$ cat src/rtl/icache_dm_if.sv
// Fetch-side and memory-side bus of the direct-mapped instruction cache.
//   master : environment (datapath fetch port + memory controller + debug hooks)
//   slave  : the cache
// Signals:
//   imemREN/imemaddr -> fetch request        ihit/imemload <- fetch response
//   iREN/iaddr       <- memory read request  iwait/iload   -> memory response
//   hit_count/miss_count <- perf counters    hc_load/hc_load_val -> hit_count preload hook
interface icache_dm_if;
  logic        imemREN;
  logic [31:0] imemaddr;
  logic        ihit;
  logic [31:0] imemload;
  logic        iREN;
  logic [31:0] iaddr;
  logic        iwait;
  logic [31:0] iload;
  logic [31:0] hit_count;
  logic [31:0] miss_count;
  logic        hc_load;
  logic [31:0] hc_load_val;

  modport master (
    output imemREN, imemaddr, iwait, iload, hc_load, hc_load_val,
    input  ihit, imemload, iREN, iaddr, hit_count, miss_count
  );

  modport slave (
    input  imemREN, imemaddr, iwait, iload, hc_load, hc_load_val,
    output ihit, imemload, iREN, iaddr, hit_count, miss_count
  );
endinterface

$ cat src/rtl/icache_dm.sv
// Direct-mapped read-only instruction cache with single-word fills.
// Hits are served combinationally in IDLE; a miss latches the word address,
// runs one memory read in FETCH, writes the frame, then returns to IDLE where
// the request replays as a hit. Saturating hit/miss counters for debug.
// Ports:
//   CLK  : clock
//   nRST : synchronous active-low reset
//   bus  : icache_dm_if.slave (fetch port, memory port, counters, preload hook)
module icache_dm #(
  parameter int unsigned SETS = 16
) (
  input  logic        CLK,
  input  logic        nRST,
  icache_dm_if.slave  bus
);

  localparam int unsigned IDX = $clog2(SETS);
  localparam int unsigned TW  = 30 - IDX;

  typedef enum logic {IDLE, FETCH} state_t;

  state_t            state_q;
  logic [SETS-1:0]   valid_q;
  logic [TW-1:0]     tag_q  [SETS];
  logic [31:0]       data_q [SETS];
  logic [29:0]       miss_addr_q;
  logic [31:0]       hit_cnt_q,  hit_cnt_d;
  logic [31:0]       miss_cnt_q, miss_cnt_d;

  logic [IDX-1:0]    req_idx;
  logic [TW-1:0]     req_tag;
  logic [IDX-1:0]    fill_idx;
  logic              hit;
  logic              miss_start;
  logic              fill_done;
  logic              unused_addr_bits;

  assign req_idx  = bus.imemaddr[IDX+1:2];
  assign req_tag  = bus.imemaddr[31:IDX+2];
  assign fill_idx = miss_addr_q[IDX-1:0];
  assign unused_addr_bits = ^bus.imemaddr[1:0];

  assign hit        = bus.imemREN && valid_q[req_idx] && (tag_q[req_idx] == req_tag)
                      && (state_q == IDLE);
  assign miss_start = (state_q == IDLE) && bus.imemREN && !hit;
  assign fill_done  = (state_q == FETCH) && !bus.iwait;

  assign bus.ihit       = hit;
  assign bus.imemload   = hit ? data_q[req_idx] : 32'h0;
  // Memory side depends only on registered state, so it cannot glitch with imemaddr.
  assign bus.iREN       = (state_q == FETCH);
  assign bus.iaddr      = {miss_addr_q, 2'b00};
  assign bus.hit_count  = hit_cnt_q;
  assign bus.miss_count = miss_cnt_q;

  // Saturating counters; preload hook overrides the hit counter for that cycle.
  always_comb begin
    hit_cnt_d  = hit_cnt_q;
    miss_cnt_d = miss_cnt_q;
    if (bus.hc_load) begin
      hit_cnt_d = bus.hc_load_val;
    end else if (hit && (hit_cnt_q != 32'hFFFF_FFFF)) begin
      hit_cnt_d = hit_cnt_q + 32'd1;
    end
    if (miss_start && (miss_cnt_q != 32'hFFFF_FFFF)) begin
      miss_cnt_d = miss_cnt_q + 32'd1;
    end
  end

  // Control state, valid bits and counters.
  always_ff @(posedge CLK) begin
    if (!nRST) begin
      state_q     <= IDLE;
      valid_q     <= '0;
      miss_addr_q <= '0;
      hit_cnt_q   <= '0;
      miss_cnt_q  <= '0;
    end else begin
      hit_cnt_q  <= hit_cnt_d;
      miss_cnt_q <= miss_cnt_d;
      case (state_q)
        IDLE: begin
          if (miss_start) begin
            miss_addr_q <= {req_tag, req_idx};
            state_q     <= FETCH;
          end
        end
        FETCH: begin
          if (!bus.iwait) begin
            valid_q[fill_idx] <= 1'b1;
            state_q           <= IDLE;
          end
        end
        default: state_q <= IDLE;
      endcase
    end
  end

  // Tag/data arrays carry no reset; a reset edge during FETCH suppresses the write.
  always_ff @(posedge CLK) begin
    if (nRST && fill_done) begin
      tag_q[fill_idx]  <= miss_addr_q[29:IDX];
      data_q[fill_idx] <= bus.iload;
    end
  end

endmodule

$ cat src/flat_wrapper.sv
// flat-port wrapper written by rule: the top's interface ports become plain ports
module icache_dm_flat 
#(
  parameter int unsigned SETS = 16
)
  (CLK, nRST, bus_imemREN, bus_imemaddr, bus_iwait, bus_iload, bus_hc_load, bus_hc_load_val, bus_ihit, bus_imemload, bus_iREN, bus_iaddr, bus_hit_count, bus_miss_count);
  icache_dm_if bus_i ();
  input  logic CLK;
  input  logic nRST;
  input wire logic [$bits(bus_i.imemREN)-1:0] bus_imemREN;
  input wire logic [$bits(bus_i.imemaddr)-1:0] bus_imemaddr;
  input wire logic [$bits(bus_i.iwait)-1:0] bus_iwait;
  input wire logic [$bits(bus_i.iload)-1:0] bus_iload;
  input wire logic [$bits(bus_i.hc_load)-1:0] bus_hc_load;
  input wire logic [$bits(bus_i.hc_load_val)-1:0] bus_hc_load_val;
  output wire logic [$bits(bus_i.ihit)-1:0] bus_ihit;
  output wire logic [$bits(bus_i.imemload)-1:0] bus_imemload;
  output wire logic [$bits(bus_i.iREN)-1:0] bus_iREN;
  output wire logic [$bits(bus_i.iaddr)-1:0] bus_iaddr;
  output wire logic [$bits(bus_i.hit_count)-1:0] bus_hit_count;
  output wire logic [$bits(bus_i.miss_count)-1:0] bus_miss_count;
  assign bus_i.imemREN = bus_imemREN;
  assign bus_i.imemaddr = bus_imemaddr;
  assign bus_i.iwait = bus_iwait;
  assign bus_i.iload = bus_iload;
  assign bus_i.hc_load = bus_hc_load;
  assign bus_i.hc_load_val = bus_hc_load_val;
  assign bus_ihit = bus_i.ihit;
  assign bus_imemload = bus_i.imemload;
  assign bus_iREN = bus_i.iREN;
  assign bus_iaddr = bus_i.iaddr;
  assign bus_hit_count = bus_i.hit_count;
  assign bus_miss_count = bus_i.miss_count;
  icache_dm #(.SETS(SETS)) u_core (.CLK(CLK), .nRST(nRST), .bus(bus_i));
endmodule
$ cat config.mk
export PLATFORM = sky130hd
export DESIGN_NAME = icache_dm_flat
export DESIGN_NICKNAME = d
export VERILOG_FILES = /design/src/rtl/icache_dm_if.sv /design/src/rtl/icache_dm.sv /design/src/flat_wrapper.sv
export SDC_FILE = /design/constraint.sdc
export NUM_CORES = 1
export LEC_CHECK = 0
export CAP_MARGIN = 5
export CELL_PAD_IN_SITES_DETAIL_PLACEMENT = 0
export CELL_PAD_IN_SITES_GLOBAL_PLACEMENT = 1
export CORE_AREA = 4 4 287 289
export CTS_CLUSTER_DIAMETER = 60
export CTS_CLUSTER_SIZE = 8
export DETAILED_ROUTE_END_ITERATION = 12
export DIE_AREA = 0 0 291 293
export PLACE_DENSITY = 0.88
export SYNTH_ARGS = -nofsm -noshare
export SYNTH_HDL_FRONTEND = slang
export SYNTH_SLANG_ARGS = --single-unit
export TNS_END_PERCENT = 50
$ cat constraint.sdc
create_clock -name CLK -period 6.2 [get_ports CLK]
set_input_delay 0.62 -clock CLK [delete_from_list [all_inputs] [get_ports CLK]]
set_output_delay 0.62 -clock CLK [all_outputs]
set_load 0.01 [all_outputs]
==> qor.yml <==
power:
  power_density_nw_per_um2: 324
  p_sw_mw: 3.40
  p_seq_share_pct: 48.8
  pwr-share-comb_pct: 4.7
  power_frac_clock_pct: 46.5
  p_int_mw: 12.5
  power_switching_share_pct: 21.3
  peakVddDrop_v: 0.000302
  leakagePower_nw: 15.4
floorplanning:
  fp-row-count: 104
  core_um2: 79900
  fp.dieW_um: 291
  start_util_pct: 51.5
  pin_count: 231
  chipHeight_um: 293
  die_area_um2: 85300
placement:
  pre_cts_slack_ns: 0.308
  placed_cell_area_um2: 44800
  portBuffers: 226
  hpwl_um: 54900
  place_congestion: 0.822
flow_run:
  drv_cap: 0
clock_tree:
  path_clk_slew_ns: 0.05
  cts.path.max_buffers: 3
  cts_made_buffers: 149
  cts.sinks: 1039
  cts_resized: 0
  clockRootBuffer: "clkbuf_16"
  clock_latency_ns: 0.73
  cts_tree: "yes"
  post-cts-setup-buffers: 0
  cts.hold.buffers_added: 0
  h-tree-depth: 4
logic_synthesis:
  yosysSeqAreaShare_pct: 73.2
  postSynthCellCount: 2178
  synth-edff-count: 928
  ys_ff_latch: 1039
  synth_ff_type: "edfxtp_1"
  ys_warn_count: 0
  synth_area_um2: 41100
  async_flop_share_pct: 0
  avgSynthCellArea_um2: 18.9
  synthDistinctLibCells: 62
global_routing:
  antenna_found_initial: 8
  grt_pass1_vias: 23800
  grt.total_usage_pct: 24.6
  grt_pass1_wl_um: 156000
  grt_max_degree: 87
  gr-total-overflow: 0
timing:
  finalCritPeriodShare_pct: 95.6
  worst_pin_slew_ns: 1.28
  fin_ws_ns: 0.274
  hold_viol: 0
  finClkSkew_ns: 0.0237
  fmax_ghz: 0.169
  setup_viol: 0
  maxSlewHeadroom_pct: 14.2
  rsz0062_at_grt: "false"
  fin_crit_ns: 5.93
  drv_slew: 0
  final.setup.tns_ns: 0
cells_and_area:
  syn_to_final_growth_pct: 19.3
  drive_gt1_share_pct: 20.2
  num-nets-final: 2584
  finalInstanceArea_um2: 49100
drt:
  top_layer: "met5"
  wl_per_cell_um: 29.2
  m1WireLength_um: 39500
  final_antenna_net_count: 0
  drt-initial-drc-count: 2817
  route.detailed.drc: 0
  drt_wl_total_um: 106000
  first_pass_iters: 7
  wl_met3_um: 9000
  via_per_inst: 6.43
  vias: 23200
  wl_met2_um: 53500
worst_setup_path:
  critPathBufInv: 6
  critical_path.max_fanout: 37
  ff2ff_path_depth: 10
  crit_chain: "buf_4 -> buf_4 -> mux4_2 -> mux2i_1 -> mux2i_1 -> xor2_1 -> nor4_1 -> buf_4 -> nand4b_1 -> or4_2 -> inv_1 -> buf_4 -> and2_1 -> clkdlybuf4s50_1"
  arrival_ns: 5.31
  cp_common_cell: "buf_4"
  slowest_delay_ns: 0.69
  worstSetupStartpointType: "input port"
  r2r-start: "u_core.tag_q[15][6]$_DFFE_PP_"
  cpMaxStageDelayCell: "or4_2"
  worst-r2r-setup-slack_ns: 1.54
  critPathLaunch: "bus_imemaddr[4]"
  critPathRequiredTime_ns: 5.58
  r2r-end: "u_core.bus.hit_count[20]$_SDFFE_PN0P_"
  cp-end-kind: "output pin"
  critPathTopFamily: "buffers and inverters"
  path_class: "in2out"
run_status:
  outcome: "completed"
hold_path:
  min_path_type: "in2reg"
  worstHoldStart: "bus_imemaddr[3]"
  hold_path_end: "u_core.miss_addr_q[1]$_SDFFE_PN0P_"
  hold_path_depth: 3
## how the worst max path moves through the flow
stage | endpoint | slack (ns) | cells past startpoint
2_1_floorplan | u_core.data_q[0][0]$_DFFE_PP_ | 0.49 | 3
6_report | bus_imemload[9] | 0.27 | 14
3_5_place_dp | bus_imemload[23] | 0.31 | 14
3_3_place_gp | bus_imemload[5] | 0.37 | 14
4_1_cts | bus_imemload[23] | 0.26 | 14
5_1_grt | bus_imemload[6] | 0.05 | 14
## synth_stat cells, types with 36 or more instances
library cell	instances	area (um^2)
or4_1	44	330
dfxtp_1	111	2220
mux2i_1	59	591
nand2_1	93	349
a21oi_1	65	325
nand3_1	62	310
mux4_2	248	5590
nor2_1	39	146
o21ai_0	36	180
and2_1	39	244
o31ai_1	40	300
clkbuf_1	80	300
edfxtp_1	928	27900
## metal layers
metal	GRT usage [%]	vias up
met2	41.1	1306
met3	4.88	250
li1	-	9621
met5	0	-
met1	32.6	12000
met4	9.21	2
## layout by cell type, fill, tap and decap left out, drive strengths merged, types with 12 or more instances in the layout
cell type,Yosys,final
a21o,17,17
a21oi,65,65
a31oi,23,23
and2,39,39
and3,20,20
buf,53,63
clkbuf,80,203
clkdlybuf4s50,0,221
dfxtp,111,111
edfxtp,928,928
inv,11,18
mux2i,59,59
mux4,248,248
nand2,93,93
nand2b,12,12
nand3,62,62
nand4,15,15
nor2,39,39
nor2b,13,13
nor3,18,18
nor4,14,14
o21ai,36,36
o31ai,40,40
or3,13,13
or4,44,44
xnor2,13,13
xor2,13,13
## cell type report
class                      instances  area, um^2
inverter                          12        46.3
sequential                      1039       30100
tap                             1060        1330
timing repair buffer             284        2860
fill                            5441       30800
clock buffer                     203        3980
clock inverter                    17         264
antenna                            4        10.0
multi-input combinational        995       10500
## per-stage QoR
stage / total power [mW] / hold WS (ns) / utilization (%) / instances
after global routing: 16.4 / 0.410 / 61.4 / 3612
final: 15.9 / 0.433 / 61.4 / 3614
after CTS: 16.0 / 0.371 / 61.4 / 3610
after floorplan: 8.30 / 0.421 / - / 2179
after global placement: 8.60 / 0.428 / 56.1 / 3390
after detailed placement: 8.63 / 0.443 / 56.1 / 3390
## state kept, by name (all words and copies together) (netlist names)
| name | count |
|---|---|
| u_core.data_q | 512 |
| u_core.valid_q | 16 |
| u_core.miss_addr_q | 30 |
| u_core.tag_q | 416 |
| u_core.bus.hit_count | 32 |
| u_core.bus.miss_count | 32 |
| u_core.bus.iREN | 1 |
## worst reg2reg max path, stage by stage, from the launching register on
cell and delay [ns]:
edfxtp_1 0.36, mux4_2 0.47, mux2i_1 0.17, xnor2_1 0.10, a211o_1 0.29, or4_1 0.63
or4_1 0.53, or4_2 0.60, buf_4 0.44, or4_1 0.72, a311oi_1 0.26
## logic make-up after synthesis
kind of cell / share of synthesized area, %
other: 0.00912
multiplexers: 15.3
XOR/XNOR: 0.554
AO/OA/AOI/OAI: 4.11
AND/OR/NAND/NOR: 5.14
flip-flops: 73.2
adder cells (fa/ha/maj): 0.0608
buffers and inverters: 1.65
## power by group through the flow
stage | clock network [mW] | registers [mW] | logic (mW)
floorplan | 0 | 7.88 | 0.417
global placement | 0 | 7.88 | 0.720
detailed placement | 0 | 7.90 | 0.738
CTS | 7.51 | 7.76 | 0.748
global route | 7.83 | 7.77 | 0.791
finish | 7.41 | 7.77 | 0.745
Note: power is estimated with default switching activity, not from simulation.
==> variant 1: new RTL, config.mk and constraints unchanged <==
`SETS` is set to 16 in 2 places; all go to 8.
--- a/src/rtl/icache_dm.sv
+++ b/src/rtl/icache_dm.sv
@@ -8,5 +8,5 @@
 //   bus  : icache_dm_if.slave (fetch port, memory port, counters, preload hook)
 module icache_dm #(
-  parameter int unsigned SETS = 16
+  parameter int unsigned SETS = 8
 ) (
   input  logic        CLK,
--- a/src/flat_wrapper.sv
+++ b/src/flat_wrapper.sv
@@ -2,5 +2,5 @@
 module icache_dm_flat 
 #(
-  parameter int unsigned SETS = 16
+  parameter int unsigned SETS = 8
 )
   (CLK, nRST, bus_imemREN, bus_imemaddr, bus_iwait, bus_iload, bus_hc_load, bus_hc_load_val, bus_ihit, bus_imemload, bus_iREN, bus_iaddr, bus_hit_count, bus_miss_count);
Check against the original RTL: not settled (the Yosys comparison gave no result); the edit may change what the design does.
==> variant 1 against the original RTL <==
  * Clock skew is 0.018 ns higher
  * Sequential share of layout area is 6.8 points lower
  * First-iteration DRC count is 62% lower
  * Power is 42% lower
  * Worst hold slack better by 0.020 ns
  * Largest cell class unchanged
  * Global-route usage is 10 points lower
  * Sequential cell count is 464 lower
  * Core utilization is 24 points lower
  * Synthesized area is 42% lower
  * Setup slack better by 0.67 ns
  * Design area is 39% lower
  * Non-clock buffer count is 27 lower
  * Routed wire length is 41% lower
==> variant 1: results (changes against the original RTL) <==
GRT
  – Antenna violations before repair: 1 (-7)
  – Met1 Use GR: 0.182 (-0.144)
  – Tot GR Track Use: 0.143 (-0.103)
  – Largest net degree at the start of global routing: 89 (+2.3%)
  – Grt met2 use: 0.236 (-0.174)
  – Vias in the first global route: 14900 (-38%)
  – Met3 usage: 0.0426 (-0.00620)

Placement
  – Gp weighted congestion: 0.760 (-7.6%)
  – HPWL after DPL: 37500 microns (-32%)
  – Worst slack at placement: 0.904 ns (+0.596 ns)
  – Placed Cells: 2710 (-20%)

Cells and area
  – FF/Latch Area: 16200 sq um (-46%)
  – Diodes inserted: 0 (-4)
  – Finished Layout Cells: 2851 (-21%)
  – Data buffer area share: 0.0869 (+0.0287)
  – CLK BUF: 127 (-37%)
  – Multi-input comb cells: 804 (-19%)
  – Fillers: 7333 (+35%)
  – Inverters: 14 (+2)
  – Final net count: 1841 (-29%)
  – Repair and plain buffers: 257 (-9.5%)
  – Regs by FF count: u_core.data_q (256), u_core.tag_q (216)
  – Proportion of layout cells with a drive suffix above 1: 0.153 (-0.0490)

Synth
  – Seq/Total Area, Yosys: 0.686 (-0.0457)
  – Adder-cell share of the synthesized area: 0.00106 (+0.000449)
  – Synth top cells by count: edfxtp_1, mux2i_1, nand2_1
  – Post-synth EDFFs: 472 (-49%)
  – Top area cells in the synthesized netlist: edfxtp_1, mux4_2, dfxtp_1
  – Post-Synth XOR/XNOR Area: 0.00629 (+0.000754)
  – #FFs+latches synth: 575 (-45%)
  – Compound-Gate Fraction of Synth Area: 0.0393 (-0.00186)
  – Mux contribution to synthesized area: 0.156 (+0.00266)

Clocking
  – Number of H-tree levels: 3 (-1)
  – CTS Buf Count: 86 (-42%)
  – Clk_lat worst skew: 0.64 ns (-0.09 ns)

Worst hold path
  – Hold EP: u_core.valid_q[3]$_SDFFE_PN0P_
  – Hold Crit Start: u_core.valid_q[3]$_SDFFE_PN0P_
  – Worst min path class: reg2reg

Detailed routing
  – DR iter-0 viols: 1083 (-62%)
  – Post-Route WL: 62200 microns (-41%)
  – Drt pass-1 iters: 5 (-2)
  – DR WL met2: 30300 microns (-43%)

Critical path
  – Reg2Reg Capture Point: u_core.miss_addr_q[18]$_SDFFE_PN0P_
  – Worst Path Max Fanout: 48 (+30%)
  – Reg2Reg Launch Point: u_core.tag_q[5][19]$_DFFE_PP_
  – Crit path to: bus_ihit
  – R2R Setup Slk: 2.03 ns (+0.49 ns)
  – CP Data Arrival Time: 4.64 ns (-0.67 ns)
  – R2R cell count: 12 (+2)

Timing
  – Max-Slew Margin vs Limit: 0.273 (+0.131)
  – Clock Skew: 0.0415 ns (+0.0178 ns)
  – Fmax achieved: 190 MHz (+13%)

Pwr
  – Maximum VDD drop: 0.258 mV (-14%)

Run status
  – Status: finished clean
[variant 1: power by group]
group	leakage, nW	switching (mW)	internal (mW)
combinational	3.44	0.272	0.247
sequential	5.24	0.0602	4.23
clock	1.23	1.72	2.66
total	9.91	2.05	7.14
[variant 1: critical path, stage by stage]
cell and delay [ns]:
clkbuf_8 0.48, buf_12 0.34, mux4_2 0.54, mux2i_1 0.17, xor2_1 0.32, nand4_1 0.12
and4bb_1 0.34, nand4_4 0.49, buf_4 0.47, inv_1 0.13, clkdlybuf4s50_1 0.54
[variant 1: metrics by stage]
| step | cell area [sq um] | hold WS (ns) |
|---|---|---|
| 2_1_floorplan | 23700 | 0.421 |
| 3_3_place_gp | 27200 | 0.428 |
| 3_5_place_dp | 27200 | 0.441 |
| 4_1_cts | 29800 | 0.451 |
| 5_1_grt | 29800 | 0.467 |
| 6_report | 29800 | 0.452 |
==> variant 2: new RTL, same flow settings <==
Made on the original files. Make the reset (`nRST`) asynchronous in one clocked block. Comments in the files are not updated.
--- a/src/rtl/icache_dm.sv
+++ b/src/rtl/icache_dm.sv
@@ -69,5 +69,5 @@
 
   // Control state, valid bits and counters.
-  always_ff @(posedge CLK) begin
+  always_ff @(posedge CLK or negedge nRST) begin
     if (!nRST) begin
       state_q     <= IDLE;
Behaviour: not the same (a bounded check fails within 4 cycles, from zero or initial values and one cycle with nRST low; the reset may be asserted at any time).
==> variant 2 against the original RTL <==
  * Routed wire length fell by 0.61%
  * Design area rose by 0.57%
  * Non-clock buffer count fell by 9
  * Sequential cell count did not move
  * Critical path depth fell by 2
  * Setup slack got worse by 0.0015 ns
  * Power rose by 7.2%
  * Synthesized area rose by 0.28%
  * Critical path type unchanged
==> variant 2: results (changes against the original RTL) <==
Placement
  – Gp weighted congestion: 0.826 (+0.45%)
  – Area post-placement: 44900 sq um (+0.24%)
  – Placed Cells: 3247 (-4.2%)
  – Worst slack at placement: 0.374 ns (+0.0654 ns)
  – HPWL after DPL: 53600 microns (-2.4%)

Synth
  – Post-Synth XOR/XNOR Area: 0.0130 (+0.00742)
  – Seq/Total Area, Yosys: 0.743 (+0.0114)
  – Synth async-reset ratio: 0.107 (+0.107)
  – Syn_area_per_cell: 20.5 sq um (+8.4%)
  – Mux contribution to synthesized area: 0.166 (+0.0127)
  – Top area cells in the synthesized netlist: edfxtp_1, mux4_2, dfrtp_1
  – Yosys cell types: 63 (+1.6%)
  – Synth top cells by count: edfxtp_1, mux4_2, dfrtp_1

GRT
  – Met1 Use GR: 0.320 (-0.00530)
  – First-pass GRT wire length: 155000 microns (-0.33%)
  – Tot GR Track Use: 0.246 (about the same)
  – Antenna violations before repair: 3 (-5)
  – Met3 usage: 0.0479 (-0.000831)

Cells and area
  – Proportion of layout cells with a drive suffix above 1: 0.229 (+0.0275)
  – Area Overhead vs Synth: 19.7%
  – Final net count: 2443 (-5.5%)

Critical path
  – Slowest stage delay, CP: 0.81 ns (+0.12 ns)
  – Reg2Reg Capture Point: u_core.bus.hit_count[26]$_DFFE_PN0P_
  – R2R Setup Slk: 1.62 ns (+0.08 ns)
  – Crit path to: bus_imemload[5]
  – Reg2Reg Launch Point: u_core.tag_q[1][18]$_DFFE_PP_
  – Worst Path Max Fanout: 81 (+120%)
  – Slowest CP cell: a2111oi_1

Pwr
  – Leak: 16.1 nW (+4.4%)

Timing
  – Clock Skew: 0.0569 ns (+0.0331 ns)
  – Max-Slew Margin vs Limit: 0.197 (+0.0556)

Detailed routing
  – DR WL met2: 54500 microns (+1.8%)
  – Met1 WL: 38100 microns (-3.3%)
  – DR iter-0 viols: 2522 (-10%)
  – Drt pass-1 iters: 5 (-2)

Clocking
  – CTS Buf Count: 150 (+0.67%)
  – Clk_lat worst skew: 0.75 ns (+0.02 ns)
  – # hold bufs at CTS: 1 (+1)

Run status
  – Status: finished clean

Worst hold path
  – Hold EP: u_core.valid_q[10]$_DFFE_PN0P_
-- variant 2: cell types whose count changed after synthesis, sizes merged, moves of 34 or more --
cell,before,now
dfrtp,0,111
dfxtp,111,0
a21oi,65,6
nand2,93,42
xnor2,13,54
clkbuf,80,46
-- variant 2: power by group --
part | internal (mW) | total, mW | switching [mW]
Combinational | 0.582 | 1.19 | 0.608
Clock | 4.50 | 7.56 | 3.05
Sequential | 8.02 | 8.33 | 0.307
-- variant 2: area by class of cell --
class,count,area share
multi-input combinational,862,0.207
inverter,12,0.000938
tap,1060,0.0269
sequential,1039,0.621
clock buffer,216,0.0813
clock inverter,19,0.00799
antenna,5,0.000254
timing repair buffer,275,0.0549
-- variant 2: worst reg2reg max path, stage by stage (launching register included) --
cell	delay, ns
edfxtp_1	0.37
mux4_2	0.46
mux2i_1	0.17
xor2_1	0.21
nand3_1	0.12
a2111oi_1	0.87
nor4b_4	0.48
buf_4	0.22
nand3_2	0.62
or4_1	0.76
a31oi_1	0.21
